[config.mk]
export PLATFORM = sky130hd
export DESIGN_NAME = lv_reg_bank_flat
export DESIGN_NICKNAME = d
export VERILOG_FILES = /design/src/rtl/lv_reg_bank_pkg.sv /design/src/rtl/lv_reg_bank_if.sv /design/src/rtl/lv_rwc_bit_reg.sv /design/src/rtl/lv_reg_bank.sv /design/src/flat_wrapper.sv
export SDC_FILE = /design/constraint.sdc
export NUM_CORES = 1
export LEC_CHECK = 0
export CAP_MARGIN = 20
export CORE_MARGIN = 1
export CORE_UTILIZATION = 46
export CTS_BUF_LIST = sky130_fd_sc_hd__clkbuf_16
export DETAILED_ROUTE_END_ITERATION = 8
export GPL_TIMING_DRIVEN = 1
export PLACE_DENSITY = 0.89
export SLEW_MARGIN = 40
export SYNTH_ARGS = -nofsm -noshare
export SYNTH_HDL_FRONTEND = slang
export SYNTH_HIERARCHICAL = 1
export SYNTH_SLANG_ARGS = --single-unit
[constraint.sdc]
create_clock -name i_clk -period 3.1 [get_ports i_clk]
set_clock_uncertainty 0.15 [all_clocks]
set_input_delay 0.31 -clock i_clk [delete_from_list [all_inputs] [get_ports i_clk]]
set_output_delay 0.31 -clock i_clk [all_outputs]
set_load 0.01 [all_outputs]
[src/rtl/lv_reg_bank_pkg.sv]
// Shared types and helpers for the lv register bank: FSM states, address regions
// and the decode that maps an address onto a region.
package lv_reg_bank_pkg;

    typedef enum logic [1:0] {
        ST_IDLE   = 2'd0,
        ST_ACCESS = 2'd1,
        ST_RESP   = 2'd2
    } state_t;

    typedef enum logic [1:0] {
        RGN_RO   = 2'd0,
        RGN_RW   = 2'd1,
        RGN_RWC  = 2'd2,
        RGN_NONE = 2'd3
    } region_t;

    localparam int unsigned RO_BASE = 0;

    // Regions are packed back to back: RO, then RW, then RWC.
    function automatic region_t region_decode(input int unsigned addr,
                                              input int unsigned num_ro,
                                              input int unsigned num_rw,
                                              input int unsigned num_rwc);
        if (addr < RO_BASE + num_ro)
            return RGN_RO;
        else if (addr < RO_BASE + num_ro + num_rw)
            return RGN_RW;
        else if (addr < RO_BASE + num_ro + num_rw + num_rwc)
            return RGN_RWC;
        else
            return RGN_NONE;
    endfunction

endpackage

[src/rtl/lv_reg_bank_if.sv]
// SPI-side register access bus: single-cycle requests in, one-cycle acks out.
interface lv_reg_bank_if #(
    parameter int REG_AW = 7,
    parameter int REG_DW = 8
);
    logic              i_spi_reg_ren;
    logic              i_spi_reg_wen;
    logic [REG_AW-1:0] i_spi_reg_addr;
    logic [REG_DW-1:0] i_spi_reg_wdata;
    logic              o_reg_spi_rack;
    logic              o_reg_spi_wack;
    logic              o_reg_spi_rstatus;
    logic              o_reg_spi_wstatus;
    logic [REG_DW-1:0] o_reg_spi_rdata;
    logic              o_busy;

    modport master (
        output i_spi_reg_ren, i_spi_reg_wen, i_spi_reg_addr, i_spi_reg_wdata,
        input  o_reg_spi_rack, o_reg_spi_wack, o_reg_spi_rstatus, o_reg_spi_wstatus,
        input  o_reg_spi_rdata, o_busy
    );

    modport slave (
        input  i_spi_reg_ren, i_spi_reg_wen, i_spi_reg_addr, i_spi_reg_wdata,
        output o_reg_spi_rack, o_reg_spi_wack, o_reg_spi_rstatus, o_reg_spi_wstatus,
        output o_reg_spi_rdata, o_busy
    );
endinterface

[src/rtl/lv_rwc_bit_reg.sv]
// Sticky status word: set pulses OR-accumulate every cycle, a read strobe clears
// the word, and a set arriving with the clear survives it.
module lv_rwc_bit_reg #(
    parameter int WIDTH = 8
) (
    input  logic             i_clk,
    input  logic             i_rst_n,
    input  logic [WIDTH-1:0] i_set,
    input  logic             i_clr,
    output logic [WIDTH-1:0] o_q
);
    logic [WIDTH-1:0] q_reg;

    always_ff @(posedge i_clk or negedge i_rst_n) begin
        if (!i_rst_n)
            q_reg <= '0;
        else
            q_reg <= (q_reg & ~{WIDTH{i_clr}}) | i_set;
    end

    assign o_q = q_reg;
endmodule

[src/rtl/lv_reg_bank.sv]
// Register bank with RO status, RW config and read-clear sticky words behind a
// three-state IDLE/ACCESS/RESP access FSM.
module lv_reg_bank
    import lv_reg_bank_pkg::*;
#(
    parameter int                          REG_AW         = 7,
    parameter int                          REG_DW         = 8,
    parameter int                          NUM_RO         = 4,
    parameter int                          NUM_RW         = 8,
    parameter int                          NUM_RWC        = 2,
    parameter logic [NUM_RW*REG_DW-1:0]    RW_DEFAULT     = '0,
    parameter logic [(1<<REG_AW)-1:0]      TEST_ONLY_MASK = '0
) (
    input  logic                         i_clk,
    input  logic                         i_rst_n,
    lv_reg_bank_if.slave                 spi,
    input  logic [NUM_RO*REG_DW-1:0]     i_ro_data,
    input  logic [NUM_RWC*REG_DW-1:0]    i_rwc_set,
    output logic [NUM_RW*REG_DW-1:0]     o_rw_data,
    output logic [NUM_RWC*REG_DW-1:0]    o_rwc_data,
    input  logic                         i_test_mode_status,
    input  logic                         i_cfg_mode_status
);
    state_t            state_reg;
    logic [REG_AW-1:0] addr_reg;
    logic [REG_DW-1:0] wdata_reg;
    logic              rd_reg;
    logic              conflict_reg;
    logic              rack_reg, wack_reg, rstatus_reg, wstatus_reg;
    logic [REG_DW-1:0] rdata_reg;

    region_t           region;
    logic              reject;
    logic              resolve;
    logic [REG_DW-1:0] rdata_next;
    logic [NUM_RW-1:0] rw_wr;
    logic [NUM_RWC-1:0] rwc_clr;

    assign region  = region_decode(32'(addr_reg), NUM_RO, NUM_RW, NUM_RWC);
    assign resolve = (state_reg == ST_ACCESS);

    // Mode inputs are used live here, so they count as sampled at the resolving edge.
    always_comb begin
        reject = 1'b0;
        if (conflict_reg || region == RGN_NONE)
            reject = 1'b1;
        if (TEST_ONLY_MASK[addr_reg] && !i_test_mode_status)
            reject = 1'b1;
        if (!rd_reg && (region == RGN_RO || region == RGN_RWC))
            reject = 1'b1;
        if (!rd_reg && region == RGN_RW && !i_test_mode_status && !i_cfg_mode_status)
            reject = 1'b1;
    end

    always_comb begin
        rdata_next = '0;
        rw_wr      = '0;
        rwc_clr    = '0;
        for (int k = 0; k < NUM_RO; k++)
            if (addr_reg == REG_AW'(RO_BASE + k))
                rdata_next = i_ro_data[k*REG_DW +: REG_DW];
        for (int k = 0; k < NUM_RW; k++)
            if (addr_reg == REG_AW'(NUM_RO + k)) begin
                rdata_next = o_rw_data[k*REG_DW +: REG_DW];
                rw_wr[k]   = resolve && !rd_reg && !reject;
            end
        for (int k = 0; k < NUM_RWC; k++)
            if (addr_reg == REG_AW'(NUM_RO + NUM_RW + k)) begin
                rdata_next = o_rwc_data[k*REG_DW +: REG_DW];
                rwc_clr[k] = resolve && rd_reg && !reject;
            end
        if (reject)
            rdata_next = '0;
    end

    always_ff @(posedge i_clk or negedge i_rst_n) begin
        if (!i_rst_n) begin
            state_reg    <= ST_IDLE;
            addr_reg     <= '0;
            wdata_reg    <= '0;
            rd_reg       <= 1'b0;
            conflict_reg <= 1'b0;
            rack_reg     <= 1'b0;
            wack_reg     <= 1'b0;
            rstatus_reg  <= 1'b0;
            wstatus_reg  <= 1'b0;
            rdata_reg    <= '0;
        end else begin
            case (state_reg)
                ST_IDLE: begin
                    if (spi.i_spi_reg_ren || spi.i_spi_reg_wen) begin
                        state_reg    <= ST_ACCESS;
                        addr_reg     <= spi.i_spi_reg_addr;
                        wdata_reg    <= spi.i_spi_reg_wdata;
                        rd_reg       <= spi.i_spi_reg_ren;
                        conflict_reg <= spi.i_spi_reg_ren && spi.i_spi_reg_wen;
                    end
                end
                ST_ACCESS: begin
                    state_reg   <= ST_RESP;
                    rack_reg    <= rd_reg;
                    wack_reg    <= !rd_reg;
                    rstatus_reg <= rd_reg && reject;
                    wstatus_reg <= !rd_reg && reject;
                    rdata_reg   <= rd_reg ? rdata_next : '0;
                end
                ST_RESP: begin
                    state_reg   <= ST_IDLE;
                    rack_reg    <= 1'b0;
                    wack_reg    <= 1'b0;
                    rstatus_reg <= 1'b0;
                    wstatus_reg <= 1'b0;
                    rdata_reg   <= '0;
                end
                default: state_reg <= ST_IDLE;
            endcase
        end
    end

    genvar gi;
    generate
        for (gi = 0; gi < NUM_RW; gi++) begin : g_rw
            logic [REG_DW-1:0] q_reg;
            always_ff @(posedge i_clk or negedge i_rst_n) begin
                if (!i_rst_n)
                    q_reg <= RW_DEFAULT[gi*REG_DW +: REG_DW];
                else if (rw_wr[gi])
                    q_reg <= wdata_reg;
            end
            assign o_rw_data[gi*REG_DW +: REG_DW] = q_reg;
        end

        for (gi = 0; gi < NUM_RWC; gi++) begin : g_rwc
            lv_rwc_bit_reg #(.WIDTH(REG_DW)) u_rwc (
                .i_clk   (i_clk),
                .i_rst_n (i_rst_n),
                .i_set   (i_rwc_set[gi*REG_DW +: REG_DW]),
                .i_clr   (rwc_clr[gi]),
                .o_q     (o_rwc_data[gi*REG_DW +: REG_DW])
            );
        end
    endgenerate

    assign spi.o_reg_spi_rack    = rack_reg;
    assign spi.o_reg_spi_wack    = wack_reg;
    assign spi.o_reg_spi_rstatus = rstatus_reg;
    assign spi.o_reg_spi_wstatus = wstatus_reg;
    assign spi.o_reg_spi_rdata   = rdata_reg;
    assign spi.o_busy            = (state_reg != ST_IDLE);
endmodule

[src/flat_wrapper.sv]
// flat-port wrapper written by rule: the top's interface ports become plain ports
module lv_reg_bank_flat import lv_reg_bank_pkg::*;
#(
    parameter int                          REG_AW         = 7,
    parameter int                          REG_DW         = 8,
    parameter int                          NUM_RO         = 4,
    parameter int                          NUM_RW         = 8,
    parameter int                          NUM_RWC        = 2,
    parameter logic [NUM_RW*REG_DW-1:0]    RW_DEFAULT     = '0,
    parameter logic [(1<<REG_AW)-1:0]      TEST_ONLY_MASK = '0
)
  (i_clk, i_rst_n, i_ro_data, i_rwc_set, o_rw_data, o_rwc_data, i_test_mode_status, i_cfg_mode_status, spi_i_spi_reg_ren, spi_i_spi_reg_wen, spi_i_spi_reg_addr, spi_i_spi_reg_wdata, spi_o_reg_spi_rack, spi_o_reg_spi_wack, spi_o_reg_spi_rstatus, spi_o_reg_spi_wstatus, spi_o_reg_spi_rdata, spi_o_busy);
  lv_reg_bank_if #(.REG_AW(REG_AW), .REG_DW(REG_DW)) spi_i ();
  input  logic i_clk;
  input  logic i_rst_n;
  input  logic [NUM_RO*REG_DW-1:0] i_ro_data;
  input  logic [NUM_RWC*REG_DW-1:0] i_rwc_set;
  output logic [NUM_RW*REG_DW-1:0] o_rw_data;
  output logic [NUM_RWC*REG_DW-1:0] o_rwc_data;
  input  logic i_test_mode_status;
  input  logic i_cfg_mode_status;
  input wire logic [$bits(spi_i.i_spi_reg_ren)-1:0] spi_i_spi_reg_ren;
  input wire logic [$bits(spi_i.i_spi_reg_wen)-1:0] spi_i_spi_reg_wen;
  input wire logic [$bits(spi_i.i_spi_reg_addr)-1:0] spi_i_spi_reg_addr;
  input wire logic [$bits(spi_i.i_spi_reg_wdata)-1:0] spi_i_spi_reg_wdata;
  output wire logic [$bits(spi_i.o_reg_spi_rack)-1:0] spi_o_reg_spi_rack;
  output wire logic [$bits(spi_i.o_reg_spi_wack)-1:0] spi_o_reg_spi_wack;
  output wire logic [$bits(spi_i.o_reg_spi_rstatus)-1:0] spi_o_reg_spi_rstatus;
  output wire logic [$bits(spi_i.o_reg_spi_wstatus)-1:0] spi_o_reg_spi_wstatus;
  output wire logic [$bits(spi_i.o_reg_spi_rdata)-1:0] spi_o_reg_spi_rdata;
  output wire logic [$bits(spi_i.o_busy)-1:0] spi_o_busy;
  assign spi_i.i_spi_reg_ren = spi_i_spi_reg_ren;
  assign spi_i.i_spi_reg_wen = spi_i_spi_reg_wen;
  assign spi_i.i_spi_reg_addr = spi_i_spi_reg_addr;
  assign spi_i.i_spi_reg_wdata = spi_i_spi_reg_wdata;
  assign spi_o_reg_spi_rack = spi_i.o_reg_spi_rack;
  assign spi_o_reg_spi_wack = spi_i.o_reg_spi_wack;
  assign spi_o_reg_spi_rstatus = spi_i.o_reg_spi_rstatus;
  assign spi_o_reg_spi_wstatus = spi_i.o_reg_spi_wstatus;
  assign spi_o_reg_spi_rdata = spi_i.o_reg_spi_rdata;
  assign spi_o_busy = spi_i.o_busy;
  lv_reg_bank #(.REG_AW(REG_AW), .REG_DW(REG_DW), .NUM_RO(NUM_RO), .NUM_RW(NUM_RW), .NUM_RWC(NUM_RWC), .RW_DEFAULT(RW_DEFAULT), .TEST_ONLY_MASK(TEST_ONLY_MASK)) u_core (.i_clk(i_clk), .i_rst_n(i_rst_n), .spi(spi_i), .i_ro_data(i_ro_data), .i_rwc_set(i_rwc_set), .o_rw_data(o_rw_data), .o_rwc_data(o_rwc_data), .i_test_mode_status(i_test_mode_status), .i_cfg_mode_status(i_cfg_mode_status));
endmodule
==> results of run 1 <==
[area by class of cell]
type                            count  area [sq um]
Clock buffer                        9           225
Sequential cell                   111          2780
Clock inverter                      7          88.8
Fill cell                         891          3940
Inverter                            9          33.8
Multi-Input combinational cell    336          2700
Tap cell                          143           179
Timing Repair Buffer              174          1720
[routing by layer]
layer  wire length (microns)  global-route usage  up-vias
li1                        -                   -     2136
met1                    7020               0.374     2383
met2                    8310               0.458      256
met3                    1330              0.0621       43
met4                     558              0.0924        0
met5                       0                   0        -
[report_power, final]
group | internal, uW | switching [uW] | total (uW)
clock network | 703 | 507 | 1210
registers | 1620 | 373 | 1990
logic | 792 | 1060 | 1850
total | 3110 | 1940 | 5050
[through the flow]
stage / hold slack [ns] / total power (uW) / cells / util / cell area (sq um)
6_report: 0.316 / 5050 / 789 / 0.662 / 7720
5_1_grt: 0.366 / 5310 / 789 / 0.662 / 7720
4_1_cts: 0.328 / 5040 / 789 / 0.662 / 7720
3_5_place_dp: 0.139 / 3820 / 772 / 0.635 / 7400
3_3_place_gp: 0.136 / 3760 / 772 / 0.634 / 7400
2_1_floorplan: -0.136 / 3110 / 483 / - / 5620
[critical path, stage by stage, from the launching register on]
cell and delay, ns:
dfrtp_1 0.56, nand2_1 0.22, o21ai_2 0.12, nor4_4 0.67
nand3_2 0.45, mux2_2 0.39
[cells in the final DEF, fill, tap and decap left out, types with 4 or more instances in the layout]
master / n
inv_1: 8
a221oi_1: 5
o22ai_1: 9
ha_1: 4
a21oi_1: 17
nand3_1: 6
a31oi_1: 5
dfrtp_1: 110
buf_4: 12
nor2_1: 16
nor2b_1: 10
a32oi_1: 4
nor3_1: 6
o211ai_1: 6
mux2i_1: 9
nand2b_1: 7
clkbuf_16: 9
nand2_1: 25
nand3_2: 5
clkdlybuf4s50_1: 160
o21ai_0: 25
a21o_1: 16
nor4_1: 6
mux2_2: 90
[Yosys cell counts (7+ instances only)]
cell      number
o22ai_1        9
o21ai_0       25
nand2_1       25
clkbuf_1      17
dfrtp_1      111
mux2i_1        9
inv_1          7
a21o_1        16
nand2b_1       7
nor2_1        16
a21oi_1       17
mux2_2        90
nor2b_1       10
[timing repair]
action	in CTS	in global routing
endpoints found under the setup margin	0	0
hold buffers	1	0
gates resized for setup	0	0
endpoints found under the hold margin	33	0
[cell families (layout without fill, tap and decap cells)]
kind of cell             Yosys count  in the layout  share of synthesized area
multiplexers                     101            101                      0.205
adder cells (fa/ha/maj)            4              4                    0.00891
buffers and inverters             36            199                     0.0254
AO/OA/AOI/OAI                    122            122                      0.151
flip-flops                       111            111                      0.495
AND/OR/NAND/NOR                  109            109                      0.116
[worst paths after layout]
check                                             start  slack, ns                           end
setup / recovery                     u_core/addr_reg[2]       0.41       u_core/g_rw[3].q_reg[4]
hold / removal                                  i_rst_n       0.32  u_core/g_rwc[0].u_rwc/o_q[6]
setup reg to reg                     u_core/addr_reg[2]       0.41       u_core/g_rw[3].q_reg[4]
hold reg to reg            u_core/spi.o_reg_spi_rstatus       0.34  u_core/spi.o_reg_spi_rstatus
max in group asynchronous                       i_rst_n       1.74       u_core/g_rw[6].q_reg[5]
min in group i_clk         u_core/spi.o_reg_spi_rstatus       0.34  u_core/spi.o_reg_spi_rstatus
==> impl_metrics.prom, run 1 <==
# TYPE chip_impl_metric gauge
chip_impl_metric{name="synth_nets",unit=""} 556
chip_impl_metric{name="maxSlewHeadroom",unit=""} 0.518
chip_impl_metric{name="crit_path_max_fanout",unit=""} 12
chip_impl_metric{name="rows",unit=""} 39
chip_impl_metric{name="edff_count_synth",unit=""} 0
chip_impl_info{name="criticalPathCategory",value="flip-flop to flip-flop"} 1
chip_impl_metric{name="final_period_util",unit=""} 0.867
chip_impl_metric{name="dp_slack",unit="ns"} 0.407
chip_impl_info{name="postSynth.topFlopCell",value="dfrtp_1"} 1
chip_impl_metric{name="max_reg_flops",unit=""} 64
chip_impl_metric{name="cts.htree.levels",unit=""} 3
chip_impl_metric{name="syn-mean-instance-area",unit="sq um"} 11.6
chip_impl_metric{name="horiz_die_dim",unit="microns"} 112
chip_impl_metric{name="insertion_delay",unit="ns"} 0.34
chip_impl_metric{name="asyncSetResetFlopFracSynth",unit=""} 1.00
chip_impl_metric{name="finalSetupViolCount",unit=""} 0
chip_impl_metric{name="crit_arrival",unit="ns"} 2.76
chip_impl_metric{name="global_routing_usage_summed_across_all_routing_layers",unit=""} 0.281
chip_impl_metric{name="grt_max_degree",unit=""} 57
chip_impl_metric{name="worst_slew_pin_slew",unit="ns"} 0.717
chip_impl_metric{name="clkSlewWorstSetupHoldPaths",unit="ns"} 0.07
chip_impl_metric{name="power_leakage",unit="uW"} 0.00324
chip_impl_metric{name="design.die.area",unit="sq mm"} 0.0127
chip_impl_metric{name="average_vias_per_placed_instance",unit=""} 6.11
chip_impl_metric{name="grt_pass1_wl",unit="mm"} 27.3
chip_impl_metric{name="grt_remaining_overflow",unit=""} 0
chip_impl_info{name="outcome",value="finished clean"} 1
chip_impl_metric{name="antenna_diode_count",unit=""} 0
chip_impl_metric{name="first_global_vias",unit=""} 4870
chip_impl_info{name="critPathLaunchType",value="flip-flop"} 1
chip_impl_metric{name="dpl.hpwl",unit="mm"} 12.9
chip_impl_metric{name="crit_required",unit="ns"} 3.17
chip_impl_metric{name="maxCapViolations",unit=""} 0
chip_impl_info{name="clock_tree.root_cell",value="clkbuf_16"} 1
chip_impl_metric{name="detailroute.via_count",unit=""} 4818
chip_impl_metric{name="timing.fmax",unit="GHz"} 0.372
chip_impl_metric{name="design.portCount",unit=""} 162
chip_impl_metric{name="synth-seq-cells",unit=""} 111
chip_impl_metric{name="layout-drive-gt1-share",unit=""} 0.212
chip_impl_metric{name="worst_ir_drop_vdd",unit="V"} 0.000374
chip_impl_metric{name="design.final.nets",unit=""} 714
chip_impl_metric{name="worst_r2r_path_depth",unit=""} 5
chip_impl_metric{name="remaining_drc_errors",unit=""} 0
chip_impl_metric{name="fp.dieH",unit="microns"} 112
chip_impl_metric{name="ys_types",unit=""} 65
chip_impl_metric{name="post_drt_wl_per_cell",unit="microns"} 21.8
chip_impl_metric{name="post-cts-setup-buffers",unit=""} 0
chip_impl_metric{name="yosys.area.top_type_share",unit=""} 0.495
chip_impl_info{name="cts_tree",value="done"} 1
chip_impl_metric{name="p_per_area",unit="mW/mm^2"} 654
chip_impl_metric{name="total_wirelength_of_the_detailed_routed_design",unit="mm"} 17.2
chip_impl_metric{name="detailedRoute.firstPassIterationCount",unit=""} 5
chip_impl_metric{name="timing.final.crit_period",unit="ns"} 2.69
chip_impl_metric{name="report.final.slew_viol_count",unit=""} 0
chip_impl_metric{name="antenna_violations_before_repair",unit=""} 0
chip_impl_info{name="netlist_top_cells_area",value="dfrtp_1, mux2_2, o21ai_0, a21o_1, nand2_1"} 1
chip_impl_metric{name="yosys_warnings",unit=""} 6
chip_impl_metric{name="io_buffer_count",unit=""} 161
chip_impl_metric{name="syn_area",unit="sq mm"} 0.00562
chip_impl_info{name="setup_repair_after_global_routing_missed_its_margin",value="no"} 1
chip_impl_info{name="largest_area_contributor_in_the_synthesized_netlist",value="dfrtp_1"} 1
chip_impl_metric{name="cts_num_sinks",unit=""} 111
chip_impl_metric{name="area_inside_the_core_boundary",unit="sq mm"} 0.0117
chip_impl_metric{name="areaGrowthSynthToFinish",unit="%"} 37.6
chip_impl_metric{name="placer_s_final_routability_congestion_estimate",unit=""} 0.920
chip_impl_metric{name="synth_seq_area_share",unit=""} 0.495
chip_impl_info{name="cp-end-kind",value="flip-flop"} 1
chip_impl_metric{name="finalWorstSetupSlack",unit="ns"} 0.412
chip_impl_metric{name="drt_iter0_drc",unit=""} 459
chip_impl_metric{name="antenna_violating_nets_left",unit=""} 0
chip_impl_metric{name="initial_core_util",unit=""} 0.481
chip_impl_metric{name="synth_cells",unit=""} 483
chip_impl_metric{name="cts_max_path_buffers",unit=""} 2
chip_impl_metric{name="finalHoldViolCount",unit=""} 0
chip_impl_metric{name="finalSetupTns",unit="ns"} 0
chip_impl_info{name="worstHoldPathType",value="input port to async pin"} 1
chip_impl_metric{name="cts_inserted_buffers",unit=""} 9
No activity file was read; power rests on OpenSTA's default activity.
==> run 2: changes to the inputs <==
--- a/config.mk
+++ b/config.mk
@@ -7,11 +7,12 @@
 export LEC_CHECK = 0
 export CAP_MARGIN = 20
 export CORE_MARGIN = 1
-export CORE_UTILIZATION = 46
+export CORE_UTILIZATION = 48
 export CTS_BUF_LIST = sky130_fd_sc_hd__clkbuf_16
 export DETAILED_ROUTE_END_ITERATION = 8
 export GPL_TIMING_DRIVEN = 1
-export PLACE_DENSITY = 0.89
+export PLACE_DENSITY = 0.92
+export SETUP_SLACK_MARGIN = 0.15
 export SLEW_MARGIN = 40
 export SYNTH_ARGS = -nofsm -noshare
 export SYNTH_HDL_FRONTEND = slang
==> impl_metrics.prom, run 2 (same netlist as run 1, synthesis figures left out) <==
# TYPE chip_impl_metric gauge
chip_impl_info{name="outcome",value="finished clean"} 1
chip_impl_metric{name="power_leakage",unit="uW"} 0.00324
chip_impl_metric{name="report.final.slew_viol_count",unit=""} 0
chip_impl_info{name="clock_tree.root_cell",value="clkbuf_16"} 1
chip_impl_metric{name="insertion_delay",unit="ns"} 0.36
chip_impl_metric{name="remaining_drc_errors",unit=""} 0
chip_impl_info{name="cp-end-kind",value="flip-flop"} 1
chip_impl_metric{name="p_int",unit="uW"} 2980
chip_impl_metric{name="r2r_slack",unit="ns"} 0.46
chip_impl_metric{name="detailedRoute.firstPassIterationCount",unit=""} 5
chip_impl_metric{name="crit_arrival",unit="ns"} 2.73
chip_impl_metric{name="timing.hold.worst_path_depth",unit=""} 1
chip_impl_metric{name="io_buffer_count",unit=""} 161
chip_impl_metric{name="design.final.nets",unit=""} 716
chip_impl_info{name="worstHoldPathType",value="flip-flop to flip-flop"} 1
chip_impl_metric{name="fillCellCount",unit=""} 877
chip_impl_metric{name="sequential_cell_area",unit="sq mm"} 0.00278
chip_impl_metric{name="maxCapViolations",unit=""} 0
chip_impl_metric{name="post-cts-setup-buffers",unit=""} 0
chip_impl_metric{name="post_drt_wl_per_cell",unit="microns"} 22.2
chip_impl_metric{name="multi_input_comb_area",unit="sq mm"} 0.00270
chip_impl_metric{name="cts_inserted_buffers",unit=""} 9
chip_impl_metric{name="rows",unit=""} 39
chip_impl_metric{name="power.share.sequential",unit=""} 0.396
chip_impl_metric{name="final_period_util",unit=""} 0.851
chip_impl_metric{name="final_core_utilization",unit=""} 0.674
chip_impl_metric{name="antenna_violations_before_repair",unit=""} 0
chip_impl_metric{name="dpl.hpwl",unit="mm"} 12.9
chip_impl_metric{name="global_routing_usage_summed_across_all_routing_layers",unit=""} 0.300
chip_impl_metric{name="fp.dieH",unit="microns"} 110
chip_impl_metric{name="grt_max_degree",unit=""} 58
chip_impl_metric{name="antenna_diode_count",unit=""} 0
chip_impl_info{name="layout_common_cells",value="clkdlybuf4s50_1, dfrtp_1, mux2_2"} 1
chip_impl_metric{name="grt_pass1_wl",unit="mm"} 26.6
chip_impl_metric{name="crit_required",unit="ns"} 3.19
chip_impl_metric{name="timing.fmax",unit="GHz"} 0.379
chip_impl_info{name="cts_tree",value="done"} 1
chip_impl_metric{name="net-switching-power",unit="uW"} 1980
chip_impl_info{name="regToRegEndpoint",value="u_core/g_rw[6].q_reg[3]"} 1
chip_impl_metric{name="p_per_area",unit="mW/mm^2"} 644
chip_impl_metric{name="clock_power_share",unit=""} 0.217
chip_impl_metric{name="layout-drive-gt1-share",unit=""} 0.215
chip_impl_info{name="layout.cells.most_common",value="clkdlybuf4s50_1"} 1
chip_impl_info{name="regToRegStartpoint",value="u_core/addr_reg[0]"} 1
chip_impl_metric{name="cts_num_sinks",unit=""} 111
chip_impl_metric{name="crit_path_max_fanout",unit=""} 36
chip_impl_metric{name="worst_ir_drop_vdd",unit="V"} 0.000714
chip_impl_metric{name="detailroute.via_count",unit=""} 4800
chip_impl_metric{name="antenna_violating_nets_left",unit=""} 0
chip_impl_metric{name="worst_r2r_path_depth",unit=""} 5
chip_impl_metric{name="worst_slew_pin_slew",unit="ns"} 0.767
chip_impl_metric{name="p_comb_frac",unit=""} 0.387
chip_impl_metric{name="finalHoldViolCount",unit=""} 0
chip_impl_metric{name="cts.htree.levels",unit=""} 3
chip_impl_metric{name="post-route-cell-area",unit="sq mm"} 0.00770
chip_impl_metric{name="first_global_vias",unit=""} 4802
chip_impl_info{name="critPathLaunchType",value="flip-flop"} 1
chip_impl_info{name="whs_endpoint",value="u_core/spi.o_reg_spi_rstatus"} 1
chip_impl_metric{name="clkSlewWorstSetupHoldPaths",unit="ns"} 0.07
chip_impl_metric{name="maxSlewHeadroom",unit=""} 0.489
chip_impl_metric{name="grt_remaining_overflow",unit=""} 0
chip_impl_metric{name="average_vias_per_placed_instance",unit=""} 6.07
chip_impl_metric{name="cts_max_path_buffers",unit=""} 2
chip_impl_metric{name="max_reg_flops",unit=""} 64
chip_impl_metric{name="drt_iter0_drc",unit=""} 313
chip_impl_metric{name="initial_core_util",unit=""} 0.492
chip_impl_metric{name="switching_share",unit=""} 0.399
chip_impl_metric{name="areaGrowthSynthToFinish",unit="%"} 37.1
chip_impl_metric{name="timing.final.crit_period",unit="ns"} 2.64
chip_impl_metric{name="cell_area_placed",unit="sq mm"} 0.00741
chip_impl_metric{name="horiz_die_dim",unit="microns"} 110
chip_impl_info{name="setup_repair_after_global_routing_missed_its_margin",value="no"} 1
chip_impl_metric{name="finalSetupTns",unit="ns"} 0
chip_impl_metric{name="design.die.area",unit="sq mm"} 0.0121
chip_impl_metric{name="total_wirelength_of_the_detailed_routed_design",unit="mm"} 17.6
chip_impl_metric{name="design.portCount",unit=""} 162
chip_impl_info{name="criticalPathCategory",value="flip-flop to flip-flop"} 1
chip_impl_metric{name="placer_s_final_routability_congestion_estimate",unit=""} 0.928
chip_impl_metric{name="area_inside_the_core_boundary",unit="sq mm"} 0.0114
chip_impl_info{name="timing.hold.worst.start",value="u_core/spi.o_reg_spi_rstatus"} 1
chip_impl_metric{name="finalSetupViolCount",unit=""} 0
-- run 2: how the worst max path moves through the flow --
stage,start,endpoint,slack (ns)
after floorplan,u_core/addr_reg[5],u_core/g_rw[7].q_reg[0],0.90
after global placement,u_core/addr_reg[0],u_core/g_rw[7].q_reg[5],0.54
after detailed placement,u_core/addr_reg[0],u_core/g_rw[6].q_reg[3],0.52
after CTS,u_core/addr_reg[0],u_core/g_rw[6].q_reg[3],0.51
after global routing,u_core/state_reg[0],u_core/spi.o_reg_spi_rdata[4],0.30
final,u_core/addr_reg[0],u_core/g_rw[6].q_reg[3],0.46
-- run 2: layout make-up --
type                       count  share of cell area
multi-input combinational    336               0.350
clock inverter                 7             0.00618
clock buffer                   9              0.0293
timing repair buffer         176               0.226
tap                          143              0.0232
inverter                       9             0.00439
sequential                   111               0.361
-- run 2: metal layers --
layer  track usage  up-vias  wire (microns)
li1              -     2141               -
met3        0.0782       30            1370
met5             0        -               0
met2         0.498      222            8580
met4        0.0836        0             308
met1         0.389     2407            7320
-- run 2: repair_timing --
item                      CTS  global route
resized for setup           0             0
hold buffers                1             0
hold endpoints to repair   54             0
-- run 2: stage by stage --
stage	power, uW	hold WS (ns)	worst slack, ns	instances
global route	5190	0.355	0.302	791
detailed placement	3850	0.252	0.522	774
global placement	3800	0.239	0.539	774
CTS	4930	0.343	0.506	791
floorplan	3110	-0.136	0.901	483
finish	4960	0.343	0.463	791
-- run 2: power groups by stage --
stage / combinational (uW) / clock, uW / sequential, uW
finish: 1920 / 1080 / 1960
detailed placement: 1870 / 0 / 1980
floorplan: 1310 / 0 / 1810
global placement: 1830 / 0 / 1970
global route: 2040 / 1160 / 1990
CTS: 1880 / 1090 / 1950
-- run 2: worst max-delay path: stages, from the launching register on --
cell and delay, ns:
dfrtp_2 0.69, buf_4 0.34, buf_4 0.18, nor2b_1 0.31, nand4_2 0.43, mux2_2 0.42
==> run 3: changes to the inputs <==
--- a/config.mk
+++ b/config.mk
@@ -11,6 +11,7 @@
 export CTS_BUF_LIST = sky130_fd_sc_hd__clkbuf_16
 export DETAILED_ROUTE_END_ITERATION = 8
 export GPL_TIMING_DRIVEN = 1
+export HOLD_SLACK_MARGIN = 0.06
 export PLACE_DENSITY = 0.92
 export SETUP_SLACK_MARGIN = 0.15
 export SLEW_MARGIN = 40
==> results of run 3 <==
No change in the layout: final DEF, timing and power equal those of run 2.
